==> src/rtl/box_datapath.sv <==
// box_datapath: bouncing WxH box position plus pixel-scan datapath feeding a VGA adapter
module box_datapath #(
  parameter int W       = 8,
  parameter int H       = 8,
  parameter int STEP    = 1,
  parameter int START_X = 0,
  parameter int START_Y = 0,
  parameter int XMAX    = 159,
  parameter int YMAX    = 119
) (
  input  logic       clk,
  input  logic       resetn,
  input  logic       init,
  input  logic       move,
  input  logic       wren,
  input  logic [2:0] colour_in,
  output logic [7:0] x,
  output logic [6:0] y,
  output logic [2:0] colour,
  output logic       plot,
  output logic       finish
);
  logic [7:0] posx, cx, nposx;
  logic [6:0] posy, cy, nposy;
  logic       dirx, diry, ndirx, ndiry, done, last_col, last;
  logic [8:0] xe;
  logic [7:0] ye;
  // widened far-edge sums so the overflow test cannot wrap
  always_comb begin
    xe       = {1'b0, posx} + 9'(W - 1 + STEP);
    ye       = {1'b0, posy} + 8'(H - 1 + STEP);
    ndirx    = dirx ? xe <= 9'(XMAX) : posx < 8'(STEP);
    ndiry    = diry ? ye <= 8'(YMAX) : posy < 7'(STEP);
    nposx    = ndirx ? posx + 8'(STEP) : posx - 8'(STEP);
    nposy    = ndiry ? posy + 7'(STEP) : posy - 7'(STEP);
    last_col = cx == 8'(W - 1);
    last     = last_col && cy == 7'(H - 1);
  end
  always_ff @(posedge clk) begin
    if (!resetn) begin
      posx   <= 8'(START_X);
      posy   <= 7'(START_Y);
      dirx   <= 1'b1;
      diry   <= 1'b1;
      cx     <= '0;
      cy     <= '0;
      done   <= 1'b0;
      x      <= '0;
      y      <= '0;
      colour <= '0;
      plot   <= 1'b0;
    end else if (init) begin
      posx <= 8'(START_X);
      posy <= 7'(START_Y);
      dirx <= 1'b1;
      diry <= 1'b1;
      cx   <= '0;
      cy   <= '0;
      done <= 1'b0;
      plot <= 1'b0;
    end else if (move) begin
      posx <= nposx;
      posy <= nposy;
      dirx <= ndirx;
      diry <= ndiry;
      cx   <= '0;
      cy   <= '0;
      done <= 1'b0;
      plot <= 1'b0;
    end else if (wren && !done) begin
      x      <= posx + cx;
      y      <= posy + cy;
      colour <= colour_in;
      plot   <= 1'b1;
      cx     <= last_col ? '0 : cx + 8'd1;
      cy     <= last ? '0 : last_col ? cy + 7'd1 : cy;
      done   <= last;
    end else begin
      plot <= 1'b0;
      // here wren implies done was already set, so done simply follows wren
      done <= wren;
    end
  end
  assign finish = done;
endmodule

==> config.mk <==
export PLATFORM = sky130hd
export DESIGN_NAME = box_datapath
export DESIGN_NICKNAME = d
export VERILOG_FILES = /design/src/rtl/box_datapath.sv
export SDC_FILE = /design/constraint.sdc
export NUM_CORES = 1
export LEC_CHECK = 0
export ABC_AREA = 1
export CAP_MARGIN = 10
export CORE_MARGIN = 1
export CORE_UTILIZATION = 35
export CTS_BUF_LIST = sky130_fd_sc_hd__clkbuf_16
export DETAILED_ROUTE_END_ITERATION = 12
export SLEW_MARGIN = 10
export SYNTH_ARGS = -nofsm -noshare
export SYNTH_HDL_FRONTEND = slang
export SYNTH_SLANG_ARGS = --single-unit
==> constraint.sdc <==
create_clock -name clk -period 2.4 [get_ports clk]
set_input_delay 0.24 -clock clk [delete_from_list [all_inputs] [get_ports clk]]
set_output_delay 0.24 -clock clk [all_outputs]
set_load 0.01 [all_outputs]
==> impl_results.md <==
* Cell count after placement at about 620
* Relative slew margins at 0.718
* CTS tree: yes
* Crit share post-route at 0.765
* Max-cap check violation count at 0
* CP Capture Type: flip-flop
* 1st-iter DRT viols at 101
* Clock transition at path regs at approximately 0.07 ns
* Root Driver: clkbuf_16
* Worst Tran Pin Value at 0.423 ns
* Effective utilization at floorplan at 0.366
* Syn Area/Cell at 7.23 um^2
* Yosys reg bits at 52
* Placer Congestion at 0.818
* Total negative setup slack at 0 ns
* Worst Path Buf+Inv at 3
* Setup violations, final at 0
* Share of post-route cells with drive strength above 1 at 0.0996
* Final period demand of the worst path at 1.84 ns
* Final HPWL DP at 5870 um
* Max Freq at ~540 MHz
* Power Dens Cells at 462 mW/mm^2
* Fill cells at between 900 and 1,000
* Area of the multi-input gates at 0.00207 mm^2
* Hold Path Class: flip-flop to flip-flop
* DIE AREA at about 0.010 mm^2
* Core Area at between 0.009 and 0.01 mm^2
* Clock latency on the worst-skew pair at 0.29 ns
* Total grt overflow at 0
* Unrepaired setup endpoints after global routing: no
* Commonest non-fill, non-tap cell in the layout: nand2_1
* Port buffer count at 27
* Antenna violations before repair at 0
* Final WL at 7460 um
* CP max stage delay at 0.45 ns
* Status: complete, no violations
* Cell row count at 35
* Cells along the critical path: ha_1, inv_1, fa_1, inv_1, nand4_1, nand4_1, nand2_1, o21ai_1, inv_1
* Fin cells at 631
* Register area share after synthesis at 0.304
* Clock skew after layout at about 0.004 ns
* Vias per inst at 4.78
* Number of remaining DRC errors at 0
* CP startpoint kind: flip-flop
* Synth warn at 0
* CTS max path bufs at 2
* Pleak at approximately 1.8 nW
* H-tree depth at 2
* Crit-path most repeated cell: inv_1
* Initial DRT Pass Iterations at 4
* Total track usage at 0.161
* Per-cell routed wire length at 11.8 um
* Area grow syn2layout at 15.7%
* Final hold vios at 0
* Number of diodes at 0
* Io pins at 28
* Most frequent cells in the layout: nand2_1 (101), dfxtp_1 (52), nor2_1 (49), inv_1 (45), clkdlybuf4s50_1 (27)
* Worst endpoint required time at 2.59 ns
* Max VDD drop at approximately 0.00026 V
* Mapped cell area at between 0.003 and 0.004 mm^2
* Vias in the first global route at 2,827
* DRT antenna net count at 0
* First-pass GRT wire length at approximately 13,000 um
* Setup Buffers After CTS at 0
* Cts repair resizes at 0
* Yosys cell types at 42
* Crit-path slowest cell: dfxtp_1
* CP delay by family, top: adder cells
* Final #Nets at 535
* Die Wd at 101 um
* Hold-fix buffers, CTS at 0
* Clock Sinks at 52
* Crit Path Max Fanout at 5
* Die height at roughly 100 um
* Register area at ~0.0010 mm^2
* Largest net degree at the start of global routing at 26
* Arr. time, crit path at 2.02 ns
* TritonCTS buffer count at 5
* Syn Inst Count at 474
* Syn Nets at 508
* Pins Over Slew Limit at 0
* Crit Path Class: flip-flop to flip-flop
* Vias at about 3,000
[where the power goes]
group          switching (W)  internal (W)  total, W
Combinational      0.0000826     0.0000682  0.000151
Sequential         0.0000127      0.000881  0.000894
Clock               0.000304      0.000485  0.000789
Total               0.000399       0.00143   0.00183
[Yosys cell counts (all sizes together)]
library cell / number / share of area
mux2i: 1 / 0.0029
o22ai: 3 / 0.0055
a31oi: 5 / 0.0091
dfxtp: 52 / 0.30
o21ai: 25 / 0.037
nor3: 12 / 0.027
a21oi: 24 / 0.036
nand2: 108 / 0.13
o21a: 1 / 0.0022
nor2: 54 / 0.068
clkbuf: 1 / 0.0011
o211ai: 2 / 0.0058
buf: 8 / 0.019
nand4: 15 / 0.027
inv: 65 / 0.072
o31a: 1 / 0.0026
nand3b: 2 / 0.0044
nor3b: 3 / 0.0095
a21o: 2 / 0.0044
xnor2: 8 / 0.020
o21bai: 1 / 0.0022
ha: 24 / 0.088
xor2: 26 / 0.066
a211oi: 1 / 0.0022
nand3: 28 / 0.044
fa: 2 / 0.012
[stage by stage]
step | util | power, W | setup slack [ns] | area [um^2] | hold slack (ns)
2_1_floorplan | - | 0.00100 | 0.829 | 3430 | 0.363
3_3_place_gp | 0.406 | 0.00106 | 0.541 | 3800 | 0.472
3_5_place_dp | 0.406 | 0.00107 | 0.474 | 3800 | 0.480
4_1_cts | 0.423 | 0.00186 | 0.538 | 3970 | 0.496
5_1_grt | 0.423 | 0.00191 | 0.430 | 3970 | 0.511
6_report | 0.423 | 0.00183 | 0.565 | 3970 | 0.487
[state kept, by name, summed over array words and instances (netlist names)]
name / cells
diry: 1
y: 7
plot: 1
dirx: 1
finish: 1
x: 8
posy: 7
cx: 8
colour: 3
posx: 8
cy: 7
[worst min-delay path: cells and delay by family, from the launching register on]
kind / cells / cell delay (ns)
AO/OA/AOI/OAI: 1 / 0.06
buffers and inverters: 1 / 0.06
flip-flops: 1 / 0.33
[layer usage]
layer,up-vias,share of wire,track usage
met1,1378,0.48,0.203
met2,40,0.48,0.282
li1,1592,-,-
met5,-,0,0
met3,4,0.031,0.0319
met4,0,0.0056,0.0334
[cells by family (layout without fill, tap and decap cells)]
kind of cell,count (synthesis),in the layout,synth area share
multiplexers,1,1,0.00292
adder cells (fa/ha/maj),26,26,0.0993
AO/OA/AOI/OAI,65,65,0.107
AND/OR/NAND/NOR,222,222,0.308
buffers and inverters,74,102,0.0924
XOR/XNOR,34,34,0.0869
flip-flops,52,52,0.304
[cell type report]
type                            count  share of cell area
Multi-Input combinational cell    348               0.522
Inverter                           65              0.0621
Sequential cell                    52               0.262
Clock inverter                      3             0.00946
Clock buffer                        5              0.0315
Timing Repair Buffer               29              0.0719
Tap cell                          129              0.0407
[worst paths after layout]
| check | startpoint | endpoint | slack [ns] | cells past startpoint |
|---|---|---|---|---|
| max | posy[0] | y[6] | 0.56 | 9 |
| min | finish | finish | 0.49 | 2 |
| max reg2reg | posy[0] | y[6] | 0.56 | 9 |
| min reg2reg | finish | finish | 0.49 | 2 |
Note: power is estimated with default switching activity, not from simulation.
